## src/rtl/lc3b_types.sv

```systemverilog
// Shared LC-3b types: word/line types, arbiter state encoding and grant helper.
package lc3b_types;

  localparam int unsigned WORD_W  = 16;
  localparam int unsigned CLINE_W = 128;

  typedef logic [WORD_W-1:0]  lc3b_word;
  typedef logic [CLINE_W-1:0] lc3b_cline;

  typedef enum logic [1:0] {
    IDLE    = 2'd0,
    SERVE_I = 2'd1,
    SERVE_D = 2'd2,
    RECOVER = 2'd3
  } mem_arb_state_t;

  typedef enum logic {
    GRANT_I = 1'b0,
    GRANT_D = 1'b1
  } mem_arb_grant_t;

  // D wins when it is the only requester, or when contested and preferred.
  function automatic logic arb_pick_d(input logic i_req, input logic d_req,
                                      input logic prefer_d);
    return d_req & (~i_req | prefer_d);
  endfunction

endpackage

```

## src/rtl/mem_arbiter_control.sv

```systemverilog
// Arbiter FSM: grant decision, serve/recover sequencing and response strobes.
// MEM_ARBITER_FAIR_EN selects alternating priority on contested requests.
module mem_arbiter_control
  import lc3b_types::*;
(
  input  logic clk,
  input  logic reset,
  input  logic i_read,
  input  logic d_read,
  input  logic d_write,
  input  logic pmem_resp,
  output logic grant_i,
  output logic grant_d,
  output logic serve_done,
  output logic i_resp,
  output logic d_resp
);

  mem_arb_state_t state_r;
  mem_arb_state_t state_next_s;
  logic           d_req_s;
  logic           prefer_d_s;

  assign d_req_s = d_read | d_write;

`ifdef MEM_ARBITER_FAIR_EN
  mem_arb_grant_t last_grant_r;

  // Remember which side won the most recent grant.
  always_ff @(posedge clk) begin
    if (reset) begin
      last_grant_r <= GRANT_I;
    end else if (grant_d) begin
      last_grant_r <= GRANT_D;
    end else if (grant_i) begin
      last_grant_r <= GRANT_I;
    end
  end

  assign prefer_d_s = (last_grant_r == GRANT_I);
`else
  assign prefer_d_s = 1'b1;
`endif

  // State register.
  always_ff @(posedge clk) begin
    if (reset) begin
      state_r <= IDLE;
    end else begin
      state_r <= state_next_s;
    end
  end

  // Next-state and grant/response decode.
  always_comb begin
    state_next_s = state_r;
    grant_i      = 1'b0;
    grant_d      = 1'b0;
    serve_done   = 1'b0;
    i_resp       = 1'b0;
    d_resp       = 1'b0;
    case (state_r)
      IDLE: begin
        if (i_read | d_req_s) begin
          if (arb_pick_d(i_read, d_req_s, prefer_d_s)) begin
            grant_d      = 1'b1;
            state_next_s = SERVE_D;
          end else begin
            grant_i      = 1'b1;
            state_next_s = SERVE_I;
          end
        end else begin
          state_next_s = IDLE;
        end
      end
      SERVE_I: begin
        if (pmem_resp) begin
          i_resp       = 1'b1;
          serve_done   = 1'b1;
          state_next_s = RECOVER;
        end else begin
          state_next_s = SERVE_I;
        end
      end
      SERVE_D: begin
        if (pmem_resp) begin
          d_resp       = 1'b1;
          serve_done   = 1'b1;
          state_next_s = RECOVER;
        end else begin
          state_next_s = SERVE_D;
        end
      end
      // One dead cycle so a request still held after resp is not re-granted.
      RECOVER: state_next_s = IDLE;
      default: state_next_s = IDLE;
    endcase
  end

endmodule

```

## src/rtl/mem_arbiter.sv

```systemverilog
// I/D cache to physical memory arbiter: request latches and pmem drive.
// Optional fair arbitration via MEM_ARBITER_FAIR_EN (see mem_arbiter_control).
module mem_arbiter
  import lc3b_types::*;
#(
  parameter int unsigned ADDR_W = 16,
  parameter int unsigned LINE_W = 128
)
(
  input  logic              clk,
  input  logic              reset,
  input  logic              i_read,
  input  logic [ADDR_W-1:0] i_addr,
  output logic [LINE_W-1:0] i_rdata,
  output logic              i_resp,
  input  logic              d_read,
  input  logic              d_write,
  input  logic [ADDR_W-1:0] d_addr,
  input  logic [LINE_W-1:0] d_wdata,
  output logic [LINE_W-1:0] d_rdata,
  output logic              d_resp,
  output logic              pmem_read,
  output logic              pmem_write,
  output logic [ADDR_W-1:0] pmem_address,
  output logic [LINE_W-1:0] pmem_wdata,
  input  logic [LINE_W-1:0] pmem_rdata,
  input  logic              pmem_resp
);

  logic              grant_i_s;
  logic              grant_d_s;
  logic              serve_done_s;
  logic [ADDR_W-1:0] addr_r;
  logic [LINE_W-1:0] wdata_r;
  logic              pmem_read_r;
  logic              pmem_write_r;

  mem_arbiter_control u_control (
    .clk        (clk),
    .reset      (reset),
    .i_read     (i_read),
    .d_read     (d_read),
    .d_write    (d_write),
    .pmem_resp  (pmem_resp),
    .grant_i    (grant_i_s),
    .grant_d    (grant_d_s),
    .serve_done (serve_done_s),
    .i_resp     (i_resp),
    .d_resp     (d_resp)
  );

  // Capture the granted request; strobes stay up until the memory answers.
  always_ff @(posedge clk) begin
    if (reset) begin
      addr_r       <= {ADDR_W{1'b0}};
      wdata_r      <= {LINE_W{1'b0}};
      pmem_read_r  <= 1'b0;
      pmem_write_r <= 1'b0;
    end else if (grant_d_s) begin
      addr_r       <= d_addr;
      wdata_r      <= d_wdata;
      pmem_write_r <= d_write;
      pmem_read_r  <= ~d_write;
    end else if (grant_i_s) begin
      addr_r       <= i_addr;
      pmem_read_r  <= 1'b1;
      pmem_write_r <= 1'b0;
    end else if (serve_done_s) begin
      pmem_read_r  <= 1'b0;
      pmem_write_r <= 1'b0;
    end
  end

  assign pmem_read    = pmem_read_r;
  assign pmem_write   = pmem_write_r;
  assign pmem_address = addr_r;
  assign pmem_wdata   = wdata_r;

  // Read data fans out to both caches; each qualifies it with its own resp.
  assign i_rdata = pmem_rdata;
  assign d_rdata = pmem_rdata;

endmodule
```

## config.mk

```make
export PLATFORM = sky130hd
export DESIGN_NAME = mem_arbiter
export DESIGN_NICKNAME = d
export VERILOG_FILES = /design/src/rtl/lc3b_types.sv /design/src/rtl/mem_arbiter_control.sv /design/src/rtl/mem_arbiter.sv
export SDC_FILE = /design/constraint.sdc
export NUM_CORES = 1
export LEC_CHECK = 0
export CAP_MARGIN = 20
export CORE_AREA = 2 2 269 271
export CTS_CLUSTER_DIAMETER = 30
export DETAILED_ROUTE_END_ITERATION = 8
export DIE_AREA = 0 0 271 273
export GPL_TIMING_DRIVEN = 0
export PLACE_DENSITY = 0.39
export SLEW_MARGIN = 10
export SYNTH_ARGS = -nofsm -noshare
export SYNTH_HDL_FRONTEND = slang
export SYNTH_SLANG_ARGS = --single-unit
export TNS_END_PERCENT = 1
```

## constraint.sdc

```tcl
create_clock -name clk -period 1.3 [get_ports clk]
set_input_delay 0.26 -clock clk [delete_from_list [all_inputs] [get_ports clk]]
set_output_delay 0.26 -clock clk [all_outputs]
set_load 0.01 [all_outputs]
```

==> impl_results.md <==
* Post-Syn Area per Cell at 7.776 um^2
* Synth Area in XOR/XNOR at 0%
* Violated checks: negative setup slack
* CP Data Arrival Time at 1.93 ns
* H-Tree Depth at 4
* Peak supply drop at 0.7090 mV
* Post-DR vias/cell at 3.221
* Crit-path cells: inv_4 -> ha_4 -> buf_8 -> o21a_4 -> buf_12 -> buf_12 -> clkbuf_16 -> nand2_1 -> a21oi_2
* Antenna violations before repair at 1
* IO Pins at 698
* Area delta synth->final at 108.7%
* Initial Util at 10.20%
* Critical Path Most Common Cell: buf_12
* Global route total overflow at 0
* Antenna-violating nets left at 0
* Area contributors post-synth: dfxtp_1 41%, buf_4 27%, nand2_1 14%
* Largest net degree at the start of global routing at 17
* Worst-path fanout max at 8
* Unrepaired setup endpoints after global routing: yes
* FILL cells at 7849
* Input/output buffers at 568
* Num CTS Buffers at 17
* Routed via count at 8036
* Async SR Flop Fraction at 0%
* Chip Width at 271 um
* Clock Tree Buf Depth at 2
* Synth Area in Compound Gates at 11.65%
* Core box area at 71000 um^2
* Post-synthesis adder-cell area fraction at 0.5185%
* Max cap viols at 0
* Achievable Freq at 0.6308 GHz
* Root Buffer: clkbuf_16
* Layout Cell Area excl Fill at 15110 um^2
* Main synth FF type: dfxtp_1
* HPWL after DPL at 30340 um
* Largest family of logic cells by synthesized area: buffers and inverters
* Final Cycle Share at 121.9%
* Post-synth cell types at 20
* Worst setup EP type: flip-flop
* Routed WL at 37870 um
* Die Y at 273 um
* Worst slew pin tran at 0.9937 ns
* Share of layout cells above drive strength 1 at 38.41%
* Die area at 73980 um^2
* Synth Register Bits at 148
* Crit-path leading delay family: buffers and inverters
* Placement Cell Area at 14250 um^2
* Gate Count Post-Synth at 931
* Final worst slack at -0.2852 ns
* Final Skew at 0.009923 ns
* Pwr dens at 1239 nW/um^2
* CTS sink count at 148
* Wire per inst at 15.18 um
* Largest stage delay, worst path at 0.38 ns
* Post-synthesis simple-gate area fraction at 16.76%
* Ys Warns at 0
* Min-delay worst type: in2reg
* Dpl ws at -0.8138 ns
* Slew headroom at 33.76%
* Register area share after synthesis at 40.93%
* DRC Markers at 0
* First-pass GRT wire length at 52680 um
* Post-Syn Area at 7239 um^2
* Most frequent cell after synthesis: nand2_1
* WS Path Type: reg2reg
* Share of the synthesized area in the top cell type at 40.93%
* Crit path time final at 1.585 ns
* CTS tree: yes
* Register area at 3007 um^2
* Crit path buffers/inverters at 5
* Clk slew on worst S/H paths at 0.07 ns
* Post-Syn Nets at 1228
* Startpoint types: flip-flop
* Post-synth EDFFs at 0
* Multiplexer share of the synthesized area at 0%
* Clock Latency Late Sink at 0.47 ns
* Core Rows at 98
* Setup Viol. Count Final at 150
* Hold Fails Final Rpt at 0
* Leakage at 6.360 nW
* Initial drt markers at 155
* Pwr Total at 18.72 mW
* Top cells by count, synth: 277 x nand2_1, 260 x buf_4, 148 x dfxtp_1
* RePlAce Congestion at 0.7447
* Vias in the first global route at 8038
* Req. time, crit path at 1.64 ns
* Critical path's slowest cell: dfxtp_4
* Overall Global Routing Usage at 9.704%
* Status: finished, violations left
* Area taken by multi-input logic gates at 2450 um^2
* Pre-Repair DR Iteration Count at 4
* Final #Nets at 1829
* Post-synth top area cell: dfxtp_1
* Post-CTS Hold Buffers at 0
* Max-slew violations at 0
==> tightest hold or removal path, cell delays in order <==
cell	delay [ns]
clkdlybuf4s50_1	0.39
nand2_1	0.05
a21oi_1	0.05
==> worst paths after layout <==
check,slack [ns],endpoint,startpoint,cells past startpoint
max,-0.29,pmem_wdata[48],u_control.state_r[1],9
min,0.32,pmem_wdata[50],d_wdata[50],3
max reg2reg,-0.29,pmem_wdata[48],u_control.state_r[1],9
min reg2reg,0.45,pmem_wdata[110],pmem_wdata[110],2
==> layout by cell type, fill, tap and decap left out, types with 3 or more instances in the layout <==
cell,n
ha_4,3
dfxtp_1,123
clkbuf_16,21
nand2_2,17
a311oi_2,13
dfxtp_2,20
nor2_1,16
bufinv_16,7
a21oi_2,39
buf_12,14
nand2_4,3
buf_6,16
dfxtp_4,5
clkdlybuf4s50_1,420
clkbuf_1,18
a21oi_1,90
nand3_1,16
buf_8,12
buf_2,136
buf_4,271
a311oi_1,3
nand2_1,257
==> per-stage QoR <==
stage	std cells	utilization, %	setup TNS [ns]	hold slack, ns
floorplan	931	-	-0.9879	0.3758
global placement	2449	20.08	-140.66	0.4421
detailed placement	2449	20.08	-104.94	0.4456
CTS	2490	20.72	-34.95	0.2747
global route	2494	21.28	-41.74	0.2799
finish	2495	21.28	-29.38	0.3232
==> metal layers <==
metal  routed length, um  share of wire (%)  global-route usage (%)  vias to the layer above
met3                2741                7.2                   3.321                       26
li1                    -                  -                       -                     3938
met1               14020                 37                   10.06                     3715
met4                 568                1.5                   3.213                        2
met5                  10              0.026                       0                        -
met2               20530                 54                   18.16                      355
==> kinds of logic after synthesis <==
logic type	Yosys count
AND/OR/NAND/NOR	315
buffers and inverters	312
AO/OA/AOI/OAI	153
flip-flops	148
adder cells (fa/ha/maj)	3
==> report_power, final <==
part | switching, mW | internal, mW | total [mW] | leakage [nW]
sequential | 0.345 | 5.20 | 5.55 | 1.23
combinational | 3.35 | 3.77 | 7.13 | 4.80
clock | 2.26 | 3.79 | 6.05 | 0.324
==> area by class of cell <==
class / count / area share, %
repair buffers: 582 / 34.85
multi-input cells: 471 / 16.21
flip-flops and latches: 148 / 19.90
well taps: 950 / 7.866
diodes: 1 / 0.01656
inverters: 2 / 0.08280
clock buffers: 19 / 2.865
clock inverters: 12 / 1.664
plain buffers: 310 / 16.54
==> repair_timing <==
action                                  CTS  global route
pin swaps                                11            28
endpoints found under the hold margin     0             0
gates cloned                              2             4
setup buffers                             8             1
endpoints found under the setup margin  296           161
gates resized for setup                 699            89
==> sequential cells by signal (all words and copies together) (netlist names) <==
| signal | flops |
|---|---|
| u_control.state_r | 2 |
| pmem_read | 1 |
| pmem_write | 1 |
| pmem_address | 16 |
| pmem_wdata | 128 |
(Power assumes the default switching activity.)
